File: src/rtl/dmem_arbiter.sv
// Two-port arbiter in front of the single-port async data RAM: CPU port C has
// priority, DMA port D gets a starvation timer and short locked bursts.
module dmem_arbiter #(
   parameter int REG_WIDTH = 16,
   parameter int MAX_WAIT  = 4,
   parameter int BURST_MAX = 8
) (
   input  logic                 clk,
   input  logic                 rst,
   input  logic                 cpu_req,
   input  logic                 cpu_wen,
   input  logic [REG_WIDTH-1:0] cpu_addr,
   input  logic [REG_WIDTH-1:0] cpu_din,
   output logic                 cpu_gnt,
   output logic                 cpu_stall,
   output logic [REG_WIDTH-1:0] cpu_dout,
   input  logic                 dma_req,
   input  logic                 dma_wen,
   input  logic                 dma_lock,
   input  logic [REG_WIDTH-1:0] dma_addr,
   input  logic [REG_WIDTH-1:0] dma_din,
   output logic                 dma_gnt,
   output logic [REG_WIDTH-1:0] dma_rdata,
   output logic                 dma_rvalid,
   output logic [REG_WIDTH-1:0] mem_addr,
   output logic [REG_WIDTH-1:0] mem_din,
   output logic                 mem_wen,
   input  logic [REG_WIDTH-1:0] mem_dout
);

   // state   | meaning
   // S_ARB   | normal arbitration, C first unless D has waited MAX_WAIT cycles
   // S_BURST | D holds the RAM while dma_req & dma_lock, up to BURST_MAX grants
   // S_YIELD | one fairness cycle after a full burst, C first, no re-lock
   typedef enum logic [1:0] {S_ARB, S_BURST, S_YIELD} state_t;

   localparam logic [7:0] MAX_WAIT_C  = 8'(MAX_WAIT);
   localparam logic [7:0] BURST_MAX_C = 8'(BURST_MAX);

   state_t     state_q, state_d;
   logic [7:0] wait_cnt_q, wait_cnt_d;
   logic [7:0] burst_cnt_q, burst_cnt_d;
   logic       gnt_c, gnt_d;

   always_comb begin
      gnt_c       = 1'b0;
      gnt_d       = 1'b0;
      state_d     = state_q;
      burst_cnt_d = burst_cnt_q;
      case (state_q)
         S_ARB: begin
            if (dma_req && (wait_cnt_q == MAX_WAIT_C)) gnt_d = 1'b1;
            else if (cpu_req)                          gnt_c = 1'b1;
            else if (dma_req)                          gnt_d = 1'b1;
            if (gnt_d && dma_lock) begin
               state_d     = S_BURST;
               burst_cnt_d = 8'd1;
            end
         end
         S_BURST: begin
            if (dma_req && dma_lock && (burst_cnt_q < BURST_MAX_C)) begin
               gnt_d       = 1'b1;
               burst_cnt_d = burst_cnt_q + 8'd1;
            end else begin
               // Leaving the burst never wastes the cycle if C is waiting.
               gnt_c       = cpu_req;
               burst_cnt_d = 8'd0;
               state_d     = (dma_req && dma_lock) ? S_YIELD : S_ARB;
            end
         end
         S_YIELD: begin
            if (cpu_req)      gnt_c = 1'b1;
            else if (dma_req) gnt_d = 1'b1;
            state_d     = S_ARB;
            burst_cnt_d = 8'd0;
         end
         default: begin
            state_d     = S_ARB;
            burst_cnt_d = 8'd0;
         end
      endcase
   end

   assign cpu_gnt   = gnt_c & ~rst;
   assign dma_gnt   = gnt_d & ~rst;
   assign cpu_stall = cpu_req & ~cpu_gnt;
   assign cpu_dout  = cpu_gnt ? mem_dout : '0;

   always_comb begin
      if ((state_q == S_YIELD) || !dma_req || dma_gnt) wait_cnt_d = 8'd0;
      else if (wait_cnt_q >= MAX_WAIT_C)               wait_cnt_d = MAX_WAIT_C;
      else                                             wait_cnt_d = wait_cnt_q + 8'd1;
   end

   always_comb begin
      mem_addr = '0;
      mem_din  = '0;
      mem_wen  = 1'b0;
      if (cpu_gnt) begin
         mem_addr = cpu_addr;
         mem_din  = cpu_din;
         mem_wen  = cpu_wen;
      end else if (dma_gnt) begin
         mem_addr = dma_addr;
         mem_din  = dma_din;
         mem_wen  = dma_wen;
      end
   end

   always_ff @(posedge clk or posedge rst) begin
      if (rst) begin
         state_q     <= S_ARB;
         wait_cnt_q  <= 8'd0;
         burst_cnt_q <= 8'd0;
         dma_rdata   <= '0;
         dma_rvalid  <= 1'b0;
      end else begin
         state_q     <= state_d;
         wait_cnt_q  <= wait_cnt_d;
         burst_cnt_q <= burst_cnt_d;
         dma_rvalid  <= dma_gnt & ~dma_wen;
         if (dma_gnt && !dma_wen) dma_rdata <= mem_dout;
      end
   end

endmodule

File: config.mk
export PLATFORM = sky130hd
export DESIGN_NAME = dmem_arbiter
export DESIGN_NICKNAME = d
export VERILOG_FILES = /design/src/rtl/dmem_arbiter.sv
export SDC_FILE = /design/constraint.sdc
export NUM_CORES = 1
export LEC_CHECK = 0
export ABC_AREA = 1
export CORE_ASPECT_RATIO = 0.8
export CORE_MARGIN = 5
export CORE_UTILIZATION = 35
export DETAILED_ROUTE_END_ITERATION = 6
export PLACE_DENSITY = 0.8
export SLEW_MARGIN = 20
export SYNTH_ARGS = -nofsm -noshare
export SYNTH_HDL_FRONTEND = slang
export SYNTH_SLANG_ARGS = --single-unit
File: constraint.sdc
create_clock -name clk -period 2.1 [get_ports clk]
set_clock_uncertainty 0.05 [all_clocks]
set_input_delay 0.21 -clock clk [delete_from_list [all_inputs] [get_ports clk]]
set_output_delay 0.21 -clock clk [all_outputs]
set_load 0.005 [all_outputs]
Yosys cells after proc, flatten, opt, wreduce, memory -nomap -nowiden

Cells that the tools add are included.
Widths: inputs -> output; s select.

Add/subtract/negate cells: 2
Multiply operators: 0
Div/mod/pow operators: 0
Magnitude comparators: 2
Equal/unequal tests: 5
Shift operators: 0
Multiplexer cells: 26
Bitwise logic cells: 7
Reductions and logical operators: 11

Operators with widths:

| operator            | number |
|---|---|
| $mux 16             | 5 |
| $mux 8              | 4 |
| $add 8x1->8 const B | 2 |
| $pmux 8 s2          | 1 |
| $mux 1              | 10 |
| $eq 8x3->1 const B  | 1 |
| $ge 8x3->1 const B  | 1 |
| $lt 8x4->1 const B  | 1 |
| $mux 2              | 3 |
| $pmux 1 s3          | 2 |
| $logic_and 1x1->1   | 5 |
| $and 1x1->1         | 4 |
| $ne 2x2->1 const B  | 2 |
| $pmux 2 s2          | 1 |
| $not 1->1           | 3 |
| $eq 2x1->1 const B  | 1 |
| $eq 2x2->1 const B  | 1 |
| $logic_not 1->1     | 2 |
| $logic_not 2->1     | 1 |
| $logic_or 1x1->1    | 2 |
| $reduce_and 2->1    | 1 |

Register bits: 35
Latch bits: 0
RAM bits: 0
Bits in read-only memories: 0
Input bits: 87
Output and inout port bits: 69
Logic and storage cells: 58
Memories kept: 0

Logic depth before layout (Yosys ltp)

Gate-level depths: netlist of the first run.

Word-level depth: 8
Gate-level depth with buffers: 13
Mapped depth without buffers: 12

Worst setup path after synthesis of the first run

No wires, ideal clock.

Kind: input-to-reg
Start point: in rst
End point: reg dma_rdata[0]
Setup time: 0.073 ns
Arrival time: 1.878 ns
Data required time: 1.977 ns
Slack: 0.099 ns
Stages: 4
Buffers on the path: 1
Cell sequence: inv_2 -> clkbuf_1 -> nand4_1 -> nand2_1

Cells in the longest elaborated chain, start to end: 3

RTL lines:

| item                 | RTL line | source |
|---|---|---|
| from (decl)          | 9        | `input logic rst,` |
| $not 1->1            | 85       | `assign dma_gnt = gnt_d & ~rst;` |
| $and 1x1->1          | 85       |  |
| $logic_and 1x1->1    | 122      | `if (dma_gnt && !dma_wen) dma_rdata <= mem_dout;` |
| to (signal assigned) | 122      |  |
| to (decl)            | 23       | `output logic [REG_WIDTH-1:0] dma_rdata,` |

Every way passes these cells.
A chain may end at the register's enable or synchronous reset.

Worst setup path after layout of the first run

Start point: reg wait_cnt_q[1]
End point: out cpu_dout[5]

Cells in the longest elaborated chain, start to end: 6

RTL lines:

| item                   | RTL line | source |
|---|---|---|
| from (decl)            | 41       | `logic [7:0] wait_cnt_q, wait_cnt_d;` |
| from (signal assigned) | 119      | `wait_cnt_q <= wait_cnt_d;` |
| $eq 8x3->1             | 52       | `if (dma_req && (wait_cnt_q == MAX_WAIT_C)) gnt_d = 1'b1;` |
| $logic_and 1x1->1      | 52       |  |
| $mux 1                 | 52       |  |
| $pmux 1 s3             | 50       | `case (state_q)` |
| $and 1x1->1            | 84       | `assign cpu_gnt = gnt_c & ~rst;` |
| $mux 16                | 87       | `assign cpu_dout = cpu_gnt ? mem_dout : '0;` |
| to (decl)              | 16       | `output logic [REG_WIDTH-1:0] cpu_dout,` |

Every way passes these cells.

==> summary.md, run 1 <==
| Metric | Value |
|---|---|
| Vias in the first global route | 2722 |
| Ys Warns | 0 |
| Hold_buf cts | 0 |
| Vias | approximately 2800 |
| Post-Layout Cell Count | around 600 |
| Peak supply drop | approximately 440 uV |
| CTS Sinks | 35 |
| Height of the die | 81.4 microns |
| Clk root buf | clkbuf_8 |
| DRT iter0 DRCs | 147 |
| Hold Vio Cnt, Final | 0 |
| CP Class | reg -> out |
| Crit path DAT | 1940 ps |
| Core Footprint | between 6000 and 7000 sq um |
| Final slew viol count | 0 |
| Critical Path Sink Type | output port |
| # port buffers | 155 |
| Largest net degree at the start of global routing | 31 |
| CTS Buf Count | 5 |
| First-pass GRT wire length | approximately 13000 microns |
| Req. time, crit path | around 1800 ps |
| Initial Util | 0.355 |
| RSZ-0062 raised after global routing | true |
| Mapped Area | about 2200 sq um |
| H-tree depth | 2 |
| Die Span X | between 90 and 100 microns |
| R2r endpoint | dma_rdata[10] |
| Outcome | finished with violations |
| Wire per inst | ~14 microns |
| Routed Antenna Nets | 0 |
| Final setup vio count | 41 |
| Post-Syn Instances | 324 |
| Final GP Congestion | 0.805 |
| Yosys reg bits | 35 |
| Worst slack, placed | -328 ps |
| Worst reg2reg path startpoint | wait_cnt_q[1] |
| Initial antenna violation count | 0 |
| Grt ovf | 0 |
| TritonCTS clock tree | built |
| Reg area | between 800 and 900 sq um |
| Register area share after synthesis | 0.393 |
| Yosys cell types | 28 |
| Max-Cap Viols | 0 |
| Layout fillers | 531 |
| Cell taking the most area after synthesis | dfrtp_1 |
| Initial DRT Pass Iterations | 4 |
| Max Freq | 0.455 GHz |
| Hold Crit Class | in -> async |
| Drt total wl | about 8500 microns |
| Placed Cells | 570 |
| Reg clk slew, reported paths | about 70 ps |
| DRC viols | 0 |
| Leakage | about 2.3 nW |
| Via density | roughly 4.7 |
| Detail Placement HPWL | about 6000 microns |
| Crit start category | flip-flop |
| Total Power | roughly 2.2 mW |
| Nets | about 600 |
| Post-synth top area share | 0.393 |
| Failing checks | setup timing |
| Mean area per synthesized cell | just under 7 sq um |
| Row count | 26 |
| Final worst path period need | 2200 ps |
| Power Dens Cells | just over 500 nW/um^2 |
| R2r setup slk | about 130 ps |
| All-Layer GR Usage | 0.197 |
| Antenna cell count | 0 |
| Multi-input combinational cell area | roughly 1200 sq um |
| Final Cycle Share | 1.05 |
| IO Count | roughly 160 |
| Critical path peak fanout | 7 |
| Final worst slack | -96.8 ps |
| Layout cells sized above 1 | 0.277 |
| Clock Latency Late Sink | about 280 ps |
| Top cells by area, synth | dfrtp_1 39%, nand2_1 20%, nand4_1 14% |
| R2R cell count | 13 |
| Die ar. | roughly 8100 sq um |
| Area Overhead vs Synth | 92.1% |
| CTS Buffer Depth | 2 |
[synthesized netlist by cell type (all sizes together)]
| library cell | number |
|---|---|
| nand3 | 5 |
| a31oi | 1 |
| nand4 | 49 |
| buf | 11 |
| dfrtp | 35 |
| clkbuf | 8 |
| a21oi | 6 |
| inv | 41 |
| ha | 3 |
| nor2 | 38 |
| clkinv | 1 |
| nand2 | 120 |
| a21boi | 1 |
| conb | 1 |
| o21ai | 4 |
[state kept, by name, summed over array words and instances (netlist names)]
| register | count |
|---|---|
| burst_cnt_q | 8 |
| dma_rdata | 16 |
| dma_rvalid | 1 |
| state_q | 2 |
| wait_cnt_q | 8 |
[placed cells by master (no fill, tap or decap)]
cell type,synthesis,layout
clkdlybuf4s50_1,0,103
inv_1,38,36
o21ai_0,3,2
inv_2,2,4
nand3_4,1,2
clkinv_1,1,1
a31oi_1,1,1
nor2_2,1,9
nand4_1,49,49
buf_12,0,8
nand2_2,2,14
dfrtp_1,35,35
ha_1,3,2
clkbuf_8,0,7
clkbuf_1,8,1
clkbuf_16,0,1
nor2_4,1,4
nor2_1,36,25
inv_8,0,1
a21oi_2,1,1
a21oi_1,5,5
a21boi_0,1,1
buf_16,0,2
nand2_4,2,2
buf_6,3,13
buf_4,3,23
ha_2,0,1
conb_1,1,5
o21ai_1,1,1
buf_2,4,38
nand2_1,116,104
clkbuf_2,0,11
o21ai_2,0,1
buf_8,0,1
nand3_1,3,3
[cell type report]
class | instances | area share
Clock buffer | 8 | 0.0234
Tap cell | 84 | 0.0246
Sequential cell | 35 | 0.205
Timing Repair Buffer | 200 | 0.432
Inverter | 42 | 0.0386
Multi-Input combinational cell | 232 | 0.276
[cells by family after synthesis]
family	synth area share
and+or+nand+nor	0.437
buffers and inverters	0.121
other	0.00168
AOI/OAI and AO/OA	0.0303
DFF	0.393
adders and majority gates	0.0169
[metrics by stage]
stage	hold WS [ps]	utilization	setup TNS [ps]	area [sq um]
floorplan	309	-	0	2240
global placement	403	0.640	-11350	4020
detailed placement	408	0.640	-12750	4020
CTS	338	0.674	-7520	4230
global route	360	0.682	-7460	4280
finish	343	0.682	-2690	4280
[routing by layer]
layer  part of all wire  wire [microns]  track usage
met1               0.43            3710        0.256
met2               0.50            4260        0.341
met3              0.062             532       0.0481
met4             0.0051              44       0.0286
met5                  0               0            0
[timing repair]
item | CTS | global route
gates resized for setup | 205 | 48
pin swaps | 4 | 16
cloned | 4 | 1
endpoints found under the setup margin | 52 | 68
buffers inserted | 18 | 4
[critical path: stages (launching register included)]
cell,delay (ps)
dfrtp_1,390
inv_2,60
ha_2,160
nand2_2,60
nor2_4,90
nand2_2,80
o21ai_2,130
nand2_2,90
nand3_4,100
buf_12,110
buf_12,130
buf_6,100
nor2_2,30
buf_2,110
[power breakdown]
part,switching (mW),leakage [nW],internal (mW)
clock network,0.236,0.0515,0.299
registers,0.0476,0.449,0.763
logic,0.339,1.78,0.486
total,0.622,2.28,1.55
[worst max path at each step]
stage	from	cells after the start	endpoint
detailed placement	dma_req	13	mem_addr[15]
CTS	wait_cnt_q[0]	12	mem_addr[4]
finish	wait_cnt_q[1]	13	cpu_dout[5]
floorplan	rst	4	dma_rdata[0]
global placement	dma_req	13	mem_addr[15]
global route	wait_cnt_q[0]	15	mem_addr[0]
Power figures use the tool's default switching activity.
==> run 2, diff against run 1 <==
--- a/config.mk
+++ b/config.mk
@@ -5,10 +5,9 @@
 export SDC_FILE = /design/constraint.sdc
 export NUM_CORES = 1
 export LEC_CHECK = 0
-export ABC_AREA = 1
 export CORE_ASPECT_RATIO = 0.8
 export CORE_MARGIN = 5
-export CORE_UTILIZATION = 35
+export CORE_UTILIZATION = 33
 export DETAILED_ROUTE_END_ITERATION = 6
 export PLACE_DENSITY = 0.8
 export SLEW_MARGIN = 20
==> run 2 against run 1 <==
  * The flow still finishes with violations (setup timing)
  * Synthesized cell count shrank 44%
  * Flip-flop and latch count is the same
  * Via count shrank 18%
  * Setup slack lost 590 ps
  * Critical path depth shrank 6
  * Global-route usage grew 0.27 points
  * Sequential share of layout area is essentially flat
  * Total power grew 2.0%
  * Critical path type unchanged
  * Critical endpoint is now mem_din[15]
  * Largest cell class unchanged
==> summary.md, run 2 <==
| Metric | Value |
|---|---|
| Critical Path Sink Type | output port |
| Most used cell, CP | or4_4 |
| RSZ-0062 raised after global routing | true |
| Max Freq | 0.359 GHz (-21%) |
| R2r setup slk | -520 ps (-650 ps) |
| Outcome | finished with violations |
| Reg with most FFs | dma_rdata |
| Largest net degree at the start of global routing | 37 (+19%) |
| Failing checks | setup timing |
| Area Overhead vs Synth | 118% |
| CTS Sinks | 35 (unchanged) |
| Post-Layout Cell Count | 473 (-21%) |
| Synth cell count leaders | 35 x dfrtp_1, 34 x a22o_1, 17 x and2_1, 13 x nor2_1, 9 x mux2_4 |
| Setup TNS | -37910 ps (-35230 ps) |
| Final slew viol count | 0 (unchanged) |
| # port buffers | 155 (unchanged) |
| Most frequent cells in the layout | 103 x clkdlybuf4s50_1, 36 x buf_4, 35 x dfrtp_1 |
| Height of the die | 79.0 microns (-2.9%) |
| Final worst slack | -686 ps (-590 ps) |
| Worst reg2reg path startpoint | burst_cnt_q[6] |
| R2r endpoint | dma_rdata[2] |
| Crit path from | burst_cnt_q[6] |
| DRT iter0 DRCs | 59 (-60%) |
| Mapped Area | 1960 sq um (-12%) |
| Initial DRT Pass Iterations | 4 (unchanged) |
| Nets | 481 (-21%) |
| Post-synth ARST share | 1.00 (unchanged) |
| Clock Latency Late Sink | 290 ps (about the same) |
| Hold Crit Class | in -> async |
| Most common cell after layout, fill and taps aside | clkdlybuf4s50_1 |
| TritonCTS clock tree | built |
| H-tree depth | 2 (unchanged) |
| Post-Syn Instances | 183 (-44%) |
| Reg clk slew, reported paths | 70 ps (about the same) |
| Crit path DAT | 2530 ps (+590 ps) |
| Post-synth top area share | 0.446 (+0.0526) |
| Worst slack, placed | -611 ps (-283 ps) |
| Ys Warns | 0 (unchanged) |
| Largest register FFs | 16 (unchanged) |
| CP Class | reg -> out |
| Cell taking the most area after synthesis | dfrtp_1 |
| Initial antenna violation count | 0 (unchanged) |
| Layout cells sized above 1 | 0.395 (+0.119) |
| Final Cycle Share | 1.33 (+0.281) |
| Grt ovf | 0 (unchanged) |
| Vias in the first global route | 2331 (-14%) |
| Yosys cell types | 36 (+29%) |
| Initial Util | 0.336 (-0.0189) |
| Core Footprint | 5850 sq um (-6.8%) |
| All-Layer GR Usage | 0.200 (+0.00269) |
| Via density | 4.86 (+4.0%) |
| First-pass GRT wire length | 11700 microns (-11%) |
| IO Count | 156 (unchanged) |
| Leakage | 2.04 nW (-11%) |
| Placed Cells | 440 (-23%) |
| Critical path peak fanout | 4 (-3) |
| Kind of cell adding the most delay to the critical path | simple AND/OR/NAND/NOR gates |
| R2R cell count | 8 (-5) |
| Vias | 2299 (-18%) |
| CTS Buf Count | 5 (unchanged) |
| Routed Antenna Nets | 0 (unchanged) |
| Die Span X | 96.3 microns (-2.9%) |
| CP bufs+invs | 3 (-2) |
| Crit start category | flip-flop |
| Mean area per synthesized cell | 10.7 sq um (+56%) |
| Req. time, crit path | 1840 ps (about the same) |
| Final hold slack | 279 ps (-63.7 ps) |
| Row count | 25 (-3.8%) |
| Detail Placement HPWL | 5730 microns (-4.7%) |
| Yosys reg bits | 35 (unchanged) |
| Final GP Congestion | 0.819 (+1.8%) |
| Number of flops mapped to enable cells by yosys | 0 (unchanged) |
| Crit path largest cell delay | 540 ps (+150 ps) |
| Antenna cell count | 0 (unchanged) |
| Top cells by area, synth | dfrtp_1 45%, a22o_1 15%, mux2_4 6.9% |
| Power Dens Cells | 517 nW/um^2 (+1.9%) |
| Final worst path period need | 2790 ps (+590 ps) |
| Ys flop type | dfrtp_1 |
| Regs by FF count | dma_rdata x16, burst_cnt_q x8, wait_cnt_q x8 |
| Die ar. | 7610 sq um (-5.7%) |
| Hold Vio Cnt, Final | 0 (unchanged) |
| Peak supply drop | 416 uV (-4.6%) |
| Max-Cap Viols | 0 (unchanged) |
| Wire per inst | 17.9 microns (+26%) |
| DRC viols | 0 (unchanged) |
| Drt total wl | 8450 microns (-1.1%) |
| Clk root buf | clkbuf_8 |
| Critical-path cell list | or4_4 -> or4_4 -> a21oi_4 -> buf_4 -> clkbuf_16 -> a22o_1 -> dlygate4sd2_1 |
| CTS Buffer Depth | 2 (unchanged) |
| Register area share after synthesis | 0.446 (+0.0526) |
| Slowest cell on the critical path | or4_4 |
| Final setup vio count | 72 (+76%) |
| Top-count cell post-synth | dfrtp_1 |
run 2: where the power goes:
part           leakage, nW  switching [mW]  internal [mW]
sequential           0.440          0.0624          0.773
combinational         1.56           0.288          0.617
clock               0.0422           0.243          0.233
run 2: cell type report:
| cell class | instances | area [sq um] |
|---|---|---|
| inverters | 5 | 18.8 |
| multi-input cells | 136 | 1180 |
| clock buffers | 7 | 76.3 |
| clock inverters | 1 | 5.00 |
| fillers | 450 | 1570 |
| flip-flops and latches | 35 | 876 |
| repair buffers | 208 | 2020 |
| well taps | 81 | 101 |
run 2: worst max-delay path by stage:
stage,endpoint,depth (start not counted)
after global routing,mem_din[6],7
after CTS,cpu_dout[6],10
final,mem_din[15],7
after global placement,mem_addr[10],7
after detailed placement,mem_addr[15],7
after floorplan,dma_rdata[0],7
run 2: what timing repair did:
item,in CTS,in global routing
buffers inserted,4,14
endpoints found under the setup margin,72,80
endpoints found under the hold margin,0,0
hold buffers,0,0
pin swaps,8,20
cloned,3,5
resized for setup,186,60
run 2: kinds of logic after synthesis:
family,count (synthesis),share of synthesized area
and+or+nand+nor,61,0.178
AOI/OAI and AO/OA,51,0.205
DFF,35,0.446
buffers and inverters,16,0.0408
muxes,16,0.109
adders and majority gates,3,0.0191
other,1,0.00191
run 2: per-layer routing:
metal	vias to the layer above	share of wire	global-route usage
met4	0	0.015	0.0696
li1	1087	-	-
met1	1112	0.39	0.229
met5	-	0	0
met3	8	0.085	0.0720
met2	92	0.51	0.340
run 2: per-stage QoR:
stage	area [sq um]	power, mW	util
after floorplan	1990	1.10	-
after global placement	3850	1.64	0.659
after detailed placement	3850	1.66	0.659
after CTS	3970	2.15	0.678
after global routing	4280	2.34	0.732
final	4280	2.22	0.732
run 2: tightest hold or removal path: stages:
cell	delay [ps]
clkdlybuf4s50_1	420
buf_4	160
inv_1	240
==> run 3, diff against run 2 <==
--- a/config.mk
+++ b/config.mk
@@ -9,6 +9,7 @@
 export CORE_MARGIN = 5
 export CORE_UTILIZATION = 33
 export DETAILED_ROUTE_END_ITERATION = 6
+export HOLD_SLACK_MARGIN = 0.08
 export PLACE_DENSITY = 0.8
 export SLEW_MARGIN = 20
 export SYNTH_ARGS = -nofsm -noshare
==> results of run 3 <==
No change in the layout: final DEF, timing and power equal those of run 2.
